===== src/rtl/serial_adder.sv =====
// Bit-serial WIDTH-bit adder. One full-adder cell processes a bit pair per clock,
// LSB first, with the carry recirculated through a flip-flop. A start handshake
// loads A, B and C_in; a one-cycle done pulse marks a new registered {C_out, S}.

// Single-bit full-adder cell driven by the serial stage.
module b1_adder (
  input  logic X,
  input  logic Y,
  input  logic C_in,
  output logic Z,
  output logic C_out
);

  assign Z     = X ^ Y ^ C_in;
  assign C_out = (X & Y) | (X & C_in) | (Y & C_in);

endmodule

module serial_adder #(
  parameter int unsigned WIDTH = 8
) (
  input  logic             clk,
  input  logic             rst,
  input  logic             start,
  input  logic [WIDTH-1:0] A,
  input  logic [WIDTH-1:0] B,
  input  logic             C_in,
  output logic             busy,
  output logic             done,
  output logic [WIDTH-1:0] S,
  output logic             C_out
);

  localparam int unsigned CntW = $clog2(WIDTH);

  typedef enum logic [2:0] {
    StIdle  = 3'b001,
    StShift = 3'b010,
    StDone  = 3'b100
  } state_e;

  state_e state_q, state_d;

  logic [WIDTH-1:0] a_sh, b_sh, s_sh;
  logic             cy;
  logic [CntW-1:0]  cnt;
  logic             accept;
  logic             last;
  logic             fa_z, fa_cout;

  assign last = (cnt == CntW'(WIDTH - 1));

  b1_adder u_fa (
    .X     (a_sh[0]),
    .Y     (b_sh[0]),
    .C_in  (cy),
    .Z     (fa_z),
    .C_out (fa_cout)
  );

  // Next-state decode; start is only honoured in IDLE or DONE.
  always_comb begin
    state_d = StIdle;
    accept  = 1'b0;
    case (state_q)
      StIdle: begin
        if (start) begin
          state_d = StShift;
          accept  = 1'b1;
        end
      end
      StShift: begin
        state_d = last ? StDone : StShift;
      end
      StDone: begin
        if (start) begin
          state_d = StShift;
          accept  = 1'b1;
        end
      end
      default: state_d = StIdle;  // illegal encodings fall back to IDLE
    endcase
  end

  // State register; busy/done are registered from the next state so they never overlap.
  always_ff @(posedge clk or posedge rst) begin
    if (rst) begin
      state_q <= StIdle;
      busy    <= 1'b0;
      done    <= 1'b0;
    end else begin
      state_q <= state_d;
      busy    <= (state_d == StShift);
      done    <= (state_d == StDone);
    end
  end

  // Operand load, per-bit shift and carry recirculation.
  always_ff @(posedge clk or posedge rst) begin
    if (rst) begin
      a_sh <= '0;
      b_sh <= '0;
      s_sh <= '0;
      cy   <= 1'b0;
      cnt  <= '0;
    end else if (accept) begin
      a_sh <= A;
      b_sh <= B;
      cy   <= C_in;
      cnt  <= '0;
    end else if (state_q == StShift) begin
      a_sh <= {1'b0, a_sh[WIDTH-1:1]};
      b_sh <= {1'b0, b_sh[WIDTH-1:1]};
      s_sh <= {fa_z, s_sh[WIDTH-1:1]};
      cy   <= fa_cout;
      cnt  <= cnt + 1'b1;
    end
  end

  // Result registers update only on the last shift edge and otherwise hold.
  always_ff @(posedge clk or posedge rst) begin
    if (rst) begin
      S     <= '0;
      C_out <= 1'b0;
    end else if ((state_q == StShift) && last) begin
      S     <= {fa_z, s_sh[WIDTH-1:1]};
      C_out <= fa_cout;
    end
  end

endmodule


===== config.mk =====
export PLATFORM = sky130hd
export DESIGN_NAME = serial_adder
export DESIGN_NICKNAME = d
export VERILOG_FILES = /design/src/rtl/serial_adder.sv
export SDC_FILE = /design/constraint.sdc
export NUM_CORES = 1
export LEC_CHECK = 0
export CORE_MARGIN = 2
export CORE_UTILIZATION = 29
export CTS_CLUSTER_DIAMETER = 60
export DETAILED_ROUTE_END_ITERATION = 8
export GPL_ROUTABILITY_DRIVEN = 0
export PLACE_DENSITY = 0.58
export REMOVE_ABC_BUFFERS = 1
export SETUP_SLACK_MARGIN = 0.4
export SLEW_MARGIN = 20
export SYNTH_ARGS = -nofsm -noshare
export SYNTH_HDL_FRONTEND = slang
export SYNTH_HIERARCHICAL = 1
export SYNTH_SLANG_ARGS = --single-unit

===== constraint.sdc =====
create_clock -name clk -period 2.1 [get_ports clk]
set_clock_uncertainty 0.2 [all_clocks]
set_input_delay 0.42 -clock clk [delete_from_list [all_inputs] [get_ports clk]]
set_output_delay 0.42 -clock clk [all_outputs]
set_load 0.02 [all_outputs]

==> flow_metrics.py, run 1 <==
metrics = {
    "status": {
        "status": "finished clean",
    },
    "detailed_routing": {
        "drt-initial-drc-count": 63,
        "routed_wl_mm": 3.38,
        "drtPass1Iterations": 4,
        "detail_route.vias_per_cell": 4.62,
        "via_count": 1131,
        "drc": 0,
        "antenna_left": 0,
        "avgRoutedWirePerCell_microns": 13.8,
    },
    "yosys": {
        "synth.top_cells.by_count": "40 x sky130_fd_sc_hd__dfrtp_1, 17 x sky130_fd_sc_hd__and2_1, 17 x sky130_fd_sc_hd__mux2_1, 14 x sky130_fd_sc_hd__a221o_1",
        "synth_enable_flop_cells": 0,
        "count_of_state_elements_after_synthesis": 41,
        "syn-mean-instance-area_sq_um": 14.1,
        "netlist.top_cell.by_area": "sky130_fd_sc_hd__dfrtp_1",
        "synth_seq_area_share_pct": 60.4,
        "yosys-top-cells-area": "sky130_fd_sc_hd__dfrtp_1 59%, sky130_fd_sc_hd__mux2_1 11%, sky130_fd_sc_hd__a221o_1 8.2%",
        "synth-async-reset-ratio_pct": 100,
        "synthesis.area_sq_mm": 0.00170,
        "postSynth.topFlopCell": "sky130_fd_sc_hd__dfrtp_1",
        "yosysMostFrequentCell": "sky130_fd_sc_hd__dfrtp_1",
        "synth_cell_types": 25,
        "number_of_instances_in_the_synthesized_netlist": 121,
        "ys_warn_count": 6,
        "synth_largest_type_area_fraction_pct": 58.8,
    },
    "worst_setup_path": {
        "crit_buf_inv": 1,
        "critical_path.max_fanout": 5,
        "crit_path_start_kind": "register",
        "ordered_list_of_cells_on_the_worst_path": "nor3b_4, buf_8, mux2_4, mux2_2",
        "critical_path_arrival_ps": 1720,
        "cp.required_ps": 2080,
        "timing.critical_path.to_type": "register",
        "worst_path_largest_cell_delay_ps": 430,
        "cpMaxStageDelayCell": "sky130_fd_sc_hd__dfrtp_2",
        "critPathKind": "reg2reg",
        "cpLargestDelayFamily": "multiplexers",
    },
    "timing": {
        "final.setup.worst_slack_ps": 366,
        "worst_tran_pin_value_ps": 324,
        "timing_hold_violations_final": 0,
        "period_needed_ps": 1730,
        "fin_setup_tns_ps": 0,
        "grt_setup_unrepaired": "true",
        "slew_viol_final": 0,
        "fmaxAchievable_mhz": 577,
        "final_min_period_over_clock_period_pct": 82.6,
        "slew-limit-headroom_pct": 78.4,
        "finalSetupViolations": 0,
    },
    "final_layout": {
        "final.fill_count": 543,
        "drive_gt1_share_pct": 23.7,
        "antenna-diode-count": 0,
        "syn_to_final_growth_pct": 42.1,
        "design.final.nets": 195,
        "final-seq-area_sq_mm": 0.00103,
        "layout.cell_area.non_filler_sq_mm": 0.00242,
        "multi_input_area_sq_um": 673,
    },
    "clock_network": {
        "max-clock-path-buffers": 2,
        "cts_tree": "yes",
        "ctsHtreeMaxLevel": 2,
        "clk_root_buffer_cell": "sky130_fd_sc_hd__clkbuf_8",
        "clk_latency_ps": 290,
        "cts.reportedPaths.clkPinSlew_ps": 80,
        "cts_made_buffers": 5,
        "cts_sinks": 41,
    },
    "floorplan": {
        "rows": 27,
        "initial_util_pct": 30.5,
        "io_pins": 31,
        "die-width_microns": 80.6,
        "coreArea_sq_mm": 0.00557,
        "die_h_microns": 80.6,
        "die_area_sq_mm": 0.00650,
    },
    "global_route": {
        "grt_max_degree": 21,
        "grt_pass1_wl_mm": 5.42,
        "grt_pass1_vias": 1203,
        "gr-usage-all-layers_pct": 11.0,
        "number_of_antenna_violations_at_the_first_check_in_global_routing": 0,
        "global_route.overflow_total": 0,
    },
    "place": {
        "place.port_buffers": 30,
        "detailedPlacementHpwl_mm": 2.34,
        "preCtsSetupSlack_ps": 41.1,
        "place_area_sq_mm": 0.00215,
    },
    "pwr": {
        "overall_power_uw": 2890,
        "worst_voltage_drop_across_the_vdd_grid_mv": 0.459,
        "leakage_uw": 0.00118,
        "power_density_mw_per_mm2": 1190,
    },
    "job": {
        "max_capacitance_violation_count": 0,
    },
    "worst_hold_path": {
        "worst_hold_path_type": "in2async",
    },
}
final timing paths:
check | slack [ps] | endpoint | from | cells past startpoint
min in group clk | 290 | S[4] | S[4] | 1
worst min-delay path | 190 | busy | rst | 2
worst max-delay path | 370 | a_sh[1] | state_q[2] | 4
max in group asynchronous | 960 | state_q[0] | rst | 3
worst max register to register | 370 | a_sh[1] | state_q[2] | 4
worst min register to register | 290 | S[4] | S[4] | 1
layer usage:
metal	vias up	global-route usage, %	wire length, microns
met5	-	0	0
met4	0	4.07	53
met3	5	3.26	192
met2	32	19.5	1700
met1	564	12.6	1440
li1	530	-	-
stage by stage:
| step | std cells | hold slack, ps | utilization (%) |
|---|---|---|---|
| floorplan | 114 | 254 | - |
| global placement | 227 | 270 | 38.5 |
| detailed placement | 227 | 278 | 38.5 |
| CTS | 237 | 196 | 41.1 |
| global route | 245 | 218 | 43.4 |
| finish | 245 | 186 | 43.4 |
state kept, by name (all words and copies together) (netlist names):
register and count:
a_sh 8, busy 1, cy 1, cnt 3, C_out 1, state_q 3, b_sh 8, s_sh 7
S 8, done 1
cell type report:
type                    instances  share of cell area (%)
clock inverters                 2                   0.569
multi-input cells              71                    27.8
well taps                      72                    3.72
flip-flops and latches         41                    42.5
inverters                       2                   0.310
clock buffers                   6                    3.41
repair buffers                 51                    21.6
cell families after synthesis:
logic type | Yosys count | synth area share, %
AND/OR/NAND/NOR | 27 | 9.71
AO/OA/AOI/OAI | 20 | 10.5
multiplexers | 19 | 12.5
adder cells (fa/ha/maj) | 3 | 2.65
XOR/XNOR | 2 | 1.03
flip-flops | 41 | 60.4
buffers and inverters | 9 | 3.24
power breakdown:
group | total (uW) | leakage, uW | switching, uW | internal, uW
combinational | 1110 | 0.000604 | 427 | 684
sequential | 1250 | 0.000528 | 178 | 1070
clock | 530 | 0.0000512 | 264 | 266
cell usage in the layout, fill, tap and decap left out:
cell type                         count
sky130_fd_sc_hd__and2_1              13
sky130_fd_sc_hd__o21ai_1              3
sky130_fd_sc_hd__inv_1                2
sky130_fd_sc_hd__ha_1                 2
sky130_fd_sc_hd__dfrtp_1             39
sky130_fd_sc_hd__and2_4               4
sky130_fd_sc_hd__xor2_4               1
sky130_fd_sc_hd__mux2_2               1
sky130_fd_sc_hd__mux2i_1              1
sky130_fd_sc_hd__clkinv_4             1
sky130_fd_sc_hd__nor3b_4              1
sky130_fd_sc_hd__dfrtp_2              1
sky130_fd_sc_hd__nor2_1               2
sky130_fd_sc_hd__a221o_1             14
sky130_fd_sc_hd__buf_12               1
sky130_fd_sc_hd__fa_1                 1
sky130_fd_sc_hd__buf_6                1
sky130_fd_sc_hd__nor2b_4              1
sky130_fd_sc_hd__clkbuf_16            2
sky130_fd_sc_hd__dfstp_2              1
sky130_fd_sc_hd__nand2_1              1
sky130_fd_sc_hd__dlygate4sd2_1       11
sky130_fd_sc_hd__a21o_1               2
sky130_fd_sc_hd__nand3_1              2
sky130_fd_sc_hd__mux2_4               1
sky130_fd_sc_hd__xnor2_1              1
sky130_fd_sc_hd__clkdlybuf4s50_1     19
sky130_fd_sc_hd__buf_8                1
sky130_fd_sc_hd__nand2b_1             3
sky130_fd_sc_hd__mux2_1              16
sky130_fd_sc_hd__buf_16               1
sky130_fd_sc_hd__buf_4               15
sky130_fd_sc_hd__a21oi_4              1
sky130_fd_sc_hd__clkbuf_8             6
sky130_fd_sc_hd__clkinv_2             1
timing repair:
item / 4_1_cts / 5_1_grt
hold buffers: 0 / 0
cloned: 1 / 2
setup endpoints to repair: 42 / 31
resized for setup: 20 / 8
pin swaps: 1 / 7
setup buffers: 1 / 6
worst register-to-register path, delay by kind of cell, from the launching register on:
family | cells | cell delay, ps
buffers and inverters | 1 | 160
DFF | 1 | 430
muxes | 2 | 550
and+or+nand+nor | 1 | 290
Note: power is estimated with default switching activity, not from simulation.
==> inputs of run 2 (changes only) <==
Settings changed: PLACE_DENSITY 0.58 to 0.6.
Clock period 2.1 ns to 1.4 ns, I/O delays scaled along.
==> run 2 against run 1 <==
Compared with the run above:
- the run now ends with setup timing left
- non-clock buffer count is 5 higher
- clock power rose by 48%
- cell count up 2.0%
- via count up 1.1%
- wire length up 8.2%
- die area unchanged
- core utilization rose by 1.8 points
- hold slack worse by 11 ps
- critical path type unchanged
==> flow_metrics.py, run 2 (synthesis results as in run 1) <==
metrics = {
    "timing": {
        "period_needed_ps": 1720,
        "finalHoldWorstSlack_ps": 175,
        "final.setup.worst_slack_ps": -319,
        "worst_tran_pin_value_ps": 325,
        "final_min_period_over_clock_period_pct": 123,
        "timing_hold_violations_final": 0,
        "grt_setup_unrepaired": "true",
        "finalSetupViolations": 40,
        "slew-limit-headroom_pct": 78.3,
        "slew_viol_final": 0,
        "fmaxAchievable_mhz": 582,
    },
    "global_route": {
        "gr-usage-all-layers_pct": 11.8,
        "global_route.overflow_total": 0,
        "grt_pass1_wl_mm": 5.76,
        "number_of_antenna_violations_at_the_first_check_in_global_routing": 0,
        "grt_max_degree": 25,
        "grt_pass1_vias": 1194,
    },
    "clock_network": {
        "cts_tree": "yes",
        "ctsHtreeMaxLevel": 2,
        "cts_sinks": 41,
        "clk_root_buffer_cell": "sky130_fd_sc_hd__clkbuf_8",
        "cts_made_buffers": 5,
        "max-clock-path-buffers": 2,
        "cts.reportedPaths.clkPinSlew_ps": 80,
        "clk_latency_ps": 290,
    },
    "pwr": {
        "combinationalPowerShare_pct": 38.7,
        "power_density_mw_per_mm2": 1720,
        "swShare_pct": 30.1,
        "sequential_group_share_of_total_power_pct": 43.1,
        "power_report.internal_total_uw": 3020,
        "clock_share_of_power_pct": 18.2,
        "worst_voltage_drop_across_the_vdd_grid_mv": 0.714,
        "leakage_uw": 0.00117,
        "switching_power_uw": 1300,
    },
    "worst_setup_path": {
        "critical_path.max_fanout": 11,
        "timing.critical_path.to_type": "register",
        "cp.required_ps": 1370,
        "crit_path_start_kind": "register",
        "critical_path_arrival_ps": 1690,
        "critPathKind": "reg2reg",
    },
    "detailed_routing": {
        "highest_layer": "met4",
        "detail_route.vias_per_cell": 4.57,
        "antenna_left": 0,
        "routed_wl_mm": 3.66,
        "drtPass1Iterations": 4,
        "avgRoutedWirePerCell_microns": 14.6,
        "via_count": 1143,
        "route.layer.met1.wl_mm": 1.70,
        "drt-initial-drc-count": 31,
        "wl_met3_microns": 185,
        "drc": 0,
        "met2WireLength_mm": 1.72,
    },
    "worst_hold_path": {
        "worst_hold_path_type": "in2async",
    },
    "status": {
        "violated_checks": "setup timing",
        "status": "complete, but fails checks",
    },
    "floorplan": {
        "coreArea_sq_mm": 0.00557,
        "die_area_sq_mm": 0.00650,
        "io_pins": 31,
        "die_h_microns": 80.6,
        "initial_util_pct": 30.5,
        "die-width_microns": 80.6,
        "rows": 27,
    },
    "final_layout": {
        "final-seq-area_sq_mm": 0.00103,
        "final_cells": 250,
        "drive_gt1_share_pct": 39.9,
        "syn_to_final_growth_pct": 48.2,
        "multi_input_area_sq_um": 733,
        "layout.cells.most_common": "sky130_fd_sc_hd__dfrtp_1",
        "final.fill_count": 512,
        "finish.utilization_pct": 45.2,
        "design.final.nets": 201,
        "antenna-diode-count": 0,
        "reg_top3": "S: 8 flops, a_sh: 8 flops, b_sh: 8 flops",
        "layout_common_cells": "40 x sky130_fd_sc_hd__dfrtp_1, 19 x sky130_fd_sc_hd__clkdlybuf4s50_1, 17 x sky130_fd_sc_hd__mux2_4, 17 x sky130_fd_sc_hd__buf_4, 16 x sky130_fd_sc_hd__buf_6",
    },
    "place": {
        "place.port_buffers": 30,
        "place.detailed.instances": 232,
        "preCtsSetupSlack_ps": -525,
        "detailedPlacementHpwl_mm": 2.43,
    },
    "job": {
        "max_capacitance_violation_count": 0,
    },
}
-- run 2: timing repair --
| action | in CTS | in global routing |
|---|---|---|
| endpoints found under the setup margin | 52 | 52 |
| gates cloned | 0 | 1 |
| gates resized for setup | 87 | 12 |
| hold buffers | 0 | 0 |
| buffers inserted | 4 | 6 |
| endpoints found under the hold margin | 0 | 0 |
| pin swaps | 4 | 1 |
-- run 2: critical path, cell delays in order, from the launching register on --
cell and delay (ps):
sky130_fd_sc_hd__dfstp_2 580, sky130_fd_sc_hd__xor2_2 110, sky130_fd_sc_hd__and2_4 190, sky130_fd_sc_hd__buf_4 170, sky130_fd_sc_hd__a221o_1 350
-- run 2: area by class of cell --
class,instances,share of cell area (%)
Clock inverter,1,0.298
Clock buffer,6,3.28
Sequential cell,41,40.7
Tap cell,72,3.57
Inverter,2,0.298
Multi-Input combinational cell,72,29.1
Timing Repair Buffer,56,22.7
-- run 2: through the flow --
stage	area [sq um]	total power, uW	TNS (ps)
2_1_floorplan	1650	2610	-34290
3_3_place_gp	2200	3110	-14160
3_5_place_dp	2200	3190	-15390
4_1_cts	2410	4250	-9830
5_1_grt	2520	4620	-12210
6_report	2520	4330	-10100
-- run 2: worst paths after layout --
kind                            startpoint         end  slack, ps  depth (start not counted)
worst min register to register     b_sh[2]     b_sh[2]        310                          1
min in group clk                   b_sh[2]     b_sh[2]        310                          1
max in group asynchronous              rst  state_q[0]        620                          3
worst max register to register  state_q[0]     b_sh[4]       -320                          4
worst min-delay path                   rst        S[3]        180                          3
worst max-delay path            state_q[0]     b_sh[4]       -320                          4
-- run 2: power groups by stage --
stage	logic (uW)	registers, uW	clock network [uW]
finish	1670	1870	787
CTS	1580	1860	805
detailed placement	1320	1870	0
global route	1830	1920	875
global placement	1270	1840	0
floorplan	809	1800	0
-- run 2: per-layer routing --
metal | vias to the layer above | track usage (%)
li1 | 540 | -
met1 | 570 | 15.9
met2 | 29 | 17.6
met3 | 4 | 3.03
met4 | 0 | 5.59
met5 | - | 0
